`config.mk`:
```
export PLATFORM = sky130hd
export DESIGN_NAME = md_unit_seq
export DESIGN_NICKNAME = d
export VERILOG_FILES = /design/src/rtl/md_unit_seq.sv
export SDC_FILE = /design/constraint.sdc
export NUM_CORES = 1
export LEC_CHECK = 0
export BUFFER_PORTS_ARGS = -buffer_cell sky130_fd_sc_hd__clkbuf_2
export CAP_MARGIN = 20
export CORE_UTILIZATION = 40
export DETAILED_ROUTE_END_ITERATION = 10
export PLACE_DENSITY_LB_ADDON = 0.25
export SYNTH_ARGS = -nofsm -noshare
export SYNTH_HDL_FRONTEND = slang
export SYNTH_SLANG_ARGS = --single-unit
```
`constraint.sdc`:
```
create_clock -name clk -period 3.7 [get_ports clk]
set_input_delay 0.37 -clock clk [delete_from_list [all_inputs] [get_ports clk]]
set_output_delay 0.37 -clock clk [all_outputs]
set_load 0.01 [all_outputs]
```
`src/rtl/md_unit_seq.sv`:
```
// Iterative multiply/divide sequencer with HI/LO registers: radix-2 shift-add
// multiply and restoring divide, one bit per cycle, plus mthi/mtlo writes.
module md_unit_seq #(
  parameter int WIDTH = 32
) (
  input  logic             clk,
  input  logic             rst_n,
  input  logic             start,
  input  logic [1:0]       op,
  input  logic [WIDTH-1:0] a,
  input  logic [WIDTH-1:0] b,
  input  logic             hi_we,
  input  logic             lo_we,
  input  logic [WIDTH-1:0] wdata,
  output logic             busy,
  output logic             done,
  output logic [WIDTH-1:0] hi,
  output logic [WIDTH-1:0] lo
);

  localparam int CW = (WIDTH > 1) ? $clog2(WIDTH) : 1;

  typedef enum logic [1:0] {
    IDLE = 2'd0,
    CALC = 2'd1,
    FIX  = 2'd2
  } state_t;

  state_t          state, state_nxt;
  logic [CW-1:0]   cnt;

  logic            is_div, sa, sb, bz;
  logic [WIDTH:0]   rem;
  logic [WIDTH-1:0] quo;
  logic [WIDTH-1:0] bmag;

  logic [WIDTH:0]   rem_sh;
  logic [WIDTH+1:0] diff;
  logic [WIDTH:0]   mul_sum;
  logic [WIDTH:0]   mul_add;
  logic [WIDTH-1:0] res_hi, res_lo;
  logic [2*WIDTH-1:0] prod;
  logic            sgn_in;

  // Magnitude of a two's-complement operand (most-negative value maps to 2^(WIDTH-1)).
  function automatic logic [WIDTH-1:0] mag(input logic signed [WIDTH-1:0] v,
                                           input logic neg);
    return neg ? -v : v;
  endfunction

  function automatic logic [WIDTH-1:0] cond_neg(input logic [WIDTH-1:0] v,
                                                input logic neg);
    return neg ? -v : v;
  endfunction

  function automatic logic [2*WIDTH-1:0] cond_neg2(input logic [2*WIDTH-1:0] v,
                                                   input logic neg);
    return neg ? -v : v;
  endfunction

  assign busy   = (state != IDLE);
  assign sgn_in = ~op[0];

  always_comb begin
    rem_sh  = {rem[WIDTH-1:0], quo[WIDTH-1]};
    diff    = {1'b0, rem_sh} - {2'b00, bmag};
    mul_sum = rem + {1'b0, bmag};
    mul_add = quo[0] ? mul_sum : rem;
    prod    = cond_neg2({rem[WIDTH-1:0], quo}, sa ^ sb);
    if (is_div) begin
      res_lo = bz ? '1 : cond_neg(quo, sa ^ sb);
      res_hi = cond_neg(rem[WIDTH-1:0], sa);
    end else begin
      res_lo = prod[WIDTH-1:0];
      res_hi = prod[2*WIDTH-1:WIDTH];
    end
  end

  always_comb begin
    state_nxt = state;
    case (state)
      IDLE:    if (start) state_nxt = CALC;
      CALC:    if (cnt == CW'(WIDTH - 1)) state_nxt = FIX;
      FIX:     state_nxt = IDLE;
      default: state_nxt = IDLE;
    endcase
  end

  // Control and architectural registers
  always_ff @(posedge clk or negedge rst_n) begin
    if (!rst_n) begin
      state <= IDLE;
      cnt   <= '0;
      done  <= 1'b0;
      hi    <= '0;
      lo    <= '0;
    end else begin
      state <= state_nxt;
      done  <= (state == FIX);
      if (state == IDLE && start) cnt <= '0;
      else if (state == CALC)     cnt <= cnt + 1'b1;
      if (state == FIX) begin
        hi <= res_hi;
        lo <= res_lo;
      end else if (state == IDLE) begin
        if (hi_we) hi <= wdata;
        if (lo_we) lo <= wdata;
      end
    end
  end

  // Iteration datapath: {rem,quo} is the shift pair for both multiply and divide
  always_ff @(posedge clk) begin
    if (state == IDLE && start) begin
      is_div <= op[1];
      sa     <= sgn_in & a[WIDTH-1];
      sb     <= sgn_in & b[WIDTH-1];
      bz     <= (b == '0);
      rem    <= '0;
      quo    <= mag(a, sgn_in & a[WIDTH-1]);
      bmag   <= mag(b, sgn_in & b[WIDTH-1]);
    end else if (state == CALC) begin
      if (is_div) begin
        if (!diff[WIDTH+1]) begin
          rem <= diff[WIDTH:0];
          quo <= {quo[WIDTH-2:0], 1'b1};
        end else begin
          rem <= rem_sh;
          quo <= {quo[WIDTH-2:0], 1'b0};
        end
      end else begin
        rem <= {1'b0, mul_add[WIDTH:1]};
        quo <= {mul_add[0], quo[WIDTH-1:1]};
      end
    end
  end

endmodule

```
; ---- Word-level counts from Yosys, hierarchy flattened
; Cells that the tools add are included.
[word_totals]
reg_bits = 173
in_bits = 103
output_inout_bits = 66
word_cells = 66
[op_classes]
add_sub_neg = 8
eq_ne = 5
mux = 26
n_bitwise = 4
n_reduce_logical = 11
[op_table]
columns = operator, n
row1 = two-way mux 32 bit, 16
row2 = negation 32 bit, 4
row3 = two-way mux 33 bit, 3
row4 = two-way mux 64 bit, 1
row5 = negation 64 bit, 1
row6 = subtractor 33 x 32 -> 34 bit, 1
row7 = adder 33 x 32 -> 33 bit, 1
row8 = logical NOT 32 bit, 1
row9 = two-way mux 5 bit, 2
row10 = nonzero test 2 bit, 5
row11 = AND reduction 2 bit, 3
row12 = "adder 5 x 1 -> 5 bit, second input constant", 1
row13 = "== test 5 bit, second input constant", 1
row14 = two-way mux 2 bit, 2
row15 = "inequality test 2 bit, second input constant", 2
row16 = case mux 2 bit (2 select lines), 1
row17 = bitwise AND 1 bit, 2
row18 = "== test 2 x 1 -> 1 bit, second input constant", 1
row19 = "== test 2 bit, second input constant", 1
row20 = logical NOT 2 bit, 1
row21 = logical AND 1 bit, 1
row22 = two-way mux 1 bit, 1
row23 = inverter 1 bit, 1
row24 = XOR 1 bit, 1

; ---- Logic depth before layout (Yosys ltp)
[depth]
ltp_word = 5
mapped_depth = 14
ltp_nobuf = 13

; ---- Worst setup path after synthesis
; Ideal clock, no wire load.
[synth_path]
path_kind = register -> register
startpoint = reg quo[31]
endpoint = reg rem[28]
setup_time_ns = 0.074
arrival_time_ns = 3.099
t_required_ns = 3.626
slack_ns = 0.527
path_stages_with_launch = 14
n_path_buf = 0
synth_period_minus_slack_ns = 3.173
path_cell_list = edfxtp_1 -> inv_1 -> ha_1 -> inv_1 -> fa_1 -> a211oi_1 -> o21bai_1 -> o21ai_0 -> nand2_1 -> a211oi_1 -> o311ai_0 -> a41oi_1 -> mux2_2 -> a31oi_1
[synth_via]
elab_chain_cells = 3
[synth_lines]
columns = item, line_no
row1 = start: declaration, 34  ; logic [WIDTH-1:0] quo;
row2 = start signal: assignment, 120  ; quo <= mag(a, sgn_in & a[WIDTH-1]);
row3 = start signal: assignment, 126  ; quo <= {quo[WIDTH-2:0], 1'b1};
row4 = start signal: assignment, 129  ; quo <= {quo[WIDTH-2:0], 1'b0};
row5 = subtractor 33 x 32 -> 34 bit, 66  ; diff = {1'b0, rem_sh} - {2'b00, bmag};
row6 = two-way mux 33 bit, 124  ; if (!diff[WIDTH+1]) begin
row7 = two-way mux 33 bit, 123  ; if (is_div) begin
row8 = end signal: assignment, 125  ; rem <= diff[WIDTH:0];
row9 = end signal: assignment, 128  ; rem <= rem_sh;
row10 = end signal: assignment, 132  ; rem <= {1'b0, mul_add[WIDTH:1]};
row11 = end: declaration, 33  ; logic [WIDTH:0] rem;
; Every way passes these cells.
; A chain may end at the register's enable or synchronous reset.

; ---- Final worst setup path
[layout_path]
startpoint = reg bmag[2]
endpoint = reg rem[27]
[layout_via]
elab_chain_cells = 3
word_cells_on_any_way = 5
cone_classes = add/sub: 2 / mux: 3
[layout_lines]
columns = item, line_no
row1 = start: declaration, 35  ; logic [WIDTH-1:0] bmag;
row2 = start signal: assignment, 121  ; bmag <= mag(b, sgn_in & b[WIDTH-1]);
row3 = adder 33 x 32 -> 33 bit / subtractor 33 x 32 -> 34 bit (equally long branches), "67, 66"
row4 = two-way mux 33 bit (on tied branches), "68, 124"
row5 = two-way mux 33 bit (*), 123
; Mark *: on every way between the ends. The rest lies on a longest branch, timed or not.

==> impl_metrics.env <==
export IMPL_crit_required_ns=4.04
export IMPL_finalSetupViolCount=0
export IMPL_startpoint="bmag[2]"
export IMPL_place_port_buffers=168
export IMPL_slew_headroom_pct=34.5
export IMPL_synth_top_area_share_pct=14.5
export IMPL_grt_start_max_net_pins=108
export IMPL_drt_iter0_markers=1326
export IMPL_viasPerCell=5.82
export IMPL_via_count=13600
export IMPL_cts_htree_levels=4
export IMPL_p_int_uw=7340
export IMPL_gp_congestion=0.960
export IMPL_synthTopCellsByArea="edfxtp_1, dfrtp_1, o21ai_0"
export IMPL_syn_area_mm2=0.0140
export IMPL_synth_edff_count=68
export IMPL_clk_pin_slew_ns=0.08
export IMPL_ys_types=80
export IMPL_clk_latency_ns=0.46
export IMPL_cap_violations=0
export IMPL_overflow=0
export IMPL_tritoncts="built"
export IMPL_cts_sinks=173
export IMPL_final_cell_mix="nand2_1, o21ai_0, clkbuf_2, a21oi_1, nor2_1"
export IMPL_post_cts_buffers=0
export IMPL_grt_usage_pct=25.1
export IMPL_hold_violations=0
export IMPL_firstDrtPassIters=5
export IMPL_ant_nets=0
export IMPL_syn_nets=1892
export IMPL_cp_max_fo=4
export IMPL_r2r_start="bmag[2]"
export IMPL_wl_per_cell_um=19.2
export IMPL_path_class="flip-flop to flip-flop"
export IMPL_maxSlewViolCount=0
export IMPL_num_rows=68
export IMPL_p_total_uw=14100
export IMPL_synth_top_area_cell="edfxtp_1"
export IMPL_status="completed"
export IMPL_final_common_cell="nand2_1"
export IMPL_pwr_share_clk_pct=12.7
export IMPL_drc=0
export IMPL_nFillCells=3502
export IMPL_grt_pass1_wl_um=70200
export IMPL_final_setup_tns_ns=0
export IMPL_synth_seq_area_share_pct=32.1
export IMPL_startpoint_type="flip-flop"
export IMPL_fmax_mhz=288
export IMPL_io_pin_count=169
export IMPL_cts_buffer_depth=2
export IMPL_dieArea_mm2=0.0359
export IMPL_sw_frac_of_total_pct=47.8
export IMPL_antenna_found_initial=1
export IMPL_p_leak_uw=0.00684
export IMPL_die_width_um=189
export IMPL_comb_power_share_pct=60.0
export IMPL_fin_nets=2039
export IMPL_worstHoldPathType="primary input to asynchronous set/reset pin"
export IMPL_drive_gt1_share_pct=15.6
export IMPL_yosys_warnings=0
export IMPL_rsz0062_at_grt="no"
export IMPL_dp_hpwl_um=34700
export IMPL_wirelength_um=44900
export IMPL_ir_drop_uv=404
export IMPL_seq_power_share_pct=27.3
export IMPL_start_util_pct=40.6
export IMPL_grt_pass1_vias=12600
export IMPL_synth_avg_cell_area_um2=8.18
export IMPL_core_area_mm2=0.0345
export IMPL_fp_dieH_um=189
export IMPL_r2r_slack_ns=0.23
export IMPL_ys_ff_latch=173
export IMPL_root_buffer="clkbuf_16"
export IMPL_power_density_mw_per_mm2=872
export IMPL_cp_end_kind="flip-flop"
export IMPL_timing_final_crit_share_pct=93.8
export IMPL_syn_instance_count=1717
export IMPL_min_period_ns=3.47
export IMPL_synth_flop_cell="dfrtp_1"
export IMPL_num_antenna_cells=0
export IMPL_cp_arrival_ns=3.81
export IMPL_skew_ns=0.0164
export IMPL_worstMarginPinSlew_ns=0.979
export IMPL_area_growth_syn_to_layout_pct=14.8
export IMPL_cts_buffers=17
export IMPL_async_reset_ff_share_pct=41.6
export IMPL_switchingPower_uw=6710
==> cell families after synthesis <==
kind of cell | share of synthesized area [%]
DFF | 32.1
adders and majority gates | 6.52
buffers and inverters | 4.41
and+or+nand+nor | 18.0
muxes | 3.47
AOI/OAI and AO/OA | 24.9
xor gates and xnor gates | 10.6
==> timing repair <==
action                     in CTS  in global routing
gates resized for setup         0                  4
hold buffers                    0                  0
hold endpoints to repair        0                  0
setup endpoints to repair       0                  5
==> state kept, by name (all words and copies together) (netlist names) <==
signal	count
rem	33
bmag	32
hi	32
lo	32
quo	32
cnt	5
state	2
bz	1
done	1
is_div	1
sa	1
sb	1
==> metrics by stage <==
stage	hold WS, ns	cells	area, um2	utilization [%]	worst slack (ns)
final	0.0359	2332	16100	46.7	0.229
after CTS	0.0652	2332	16100	46.7	0.0505
after detailed placement	0.471	2300	15500	45.0	0.0835
after floorplan	0.0744	1717	14000	-	0.527
after global placement	0.461	2299	15500	45.0	0.140
after global routing	0.119	2332	16100	46.7	0.0774
==> path summary, 6_finish.rpt <==
| kind | end | cells after the start |
|---|---|---|
| setup reg to reg | rem[27] | 10 |
| hold reg to reg | lo[12] | 2 |
| min in group clk | is_div | 1 |
| hold / removal | lo[10] | 1 |
| setup / recovery | rem[27] | 10 |
| max in group asynchronous | hi[3] | 2 |
==> worst max-delay path, stage by stage, from the launching register on <==
cell	delay, ns
edfxtp_1	0.45
ha_1	0.40
nand3_1	0.14
a21oi_1	0.25
nor2_1	0.10
o31ai_1	0.46
o311ai_1	0.30
o31ai_1	0.71
xnor2_1	0.19
nand2_1	0.07
a32o_1	0.28
==> cell usage after synthesis (12+ instances only) <==
cell type / number
nand2b_1: 19
nor3_1: 34
nor2_1: 120
dfxtp_1: 33
nand2_1: 200
or3_1: 19
nand4_1: 12
dfrtp_1: 72
a21o_1: 17
clkbuf_1: 83
a21oi_1: 150
nand3_1: 18
xor2_1: 79
mux2i_1: 43
o21ai_0: 187
nor4_1: 16
o211ai_1: 21
xnor2_1: 91
inv_1: 63
and3_1: 17
nor2b_1: 20
o22ai_1: 41
a211oi_1: 19
a31oi_1: 18
edfxtp_1: 68
ha_1: 70
o31ai_1: 17
==> power groups by stage <==
stage	clock network, uW	logic [uW]	registers [uW]
2_1_floorplan	0	5570	3800
3_3_place_gp	0	8110	3840
3_5_place_dp	0	8240	3860
4_1_cts	1820	8290	3820
5_1_grt	1890	9270	3950
6_report	1790	8430	3840
==> layer usage <==
metal	share of wire, %	track usage (%)	up-vias	wire length, um
met2	42	37.5	548	19000
met3	7.9	4.80	37	3530
li1	-	-	6576	-
met4	1.8	6.48	0	804
met5	0	0	-	0
met1	48	36.7	6403	21500
==> final cells by class <==
| type | instances | area, um2 | area share, % |
|---|---|---|---|
| Clock inverter | 13 | 125 | 0.776 |
| Tap cell | 455 | 569 | 3.53 |
| Inverter | 65 | 245 | 1.52 |
| Sequential cell | 173 | 4500 | 27.9 |
| Timing Repair Buffer | 224 | 1300 | 8.06 |
| Multi-Input combinational cell | 1383 | 8940 | 55.4 |
| Clock buffer | 19 | 443 | 2.75 |
Power figures use the tool's default switching activity.
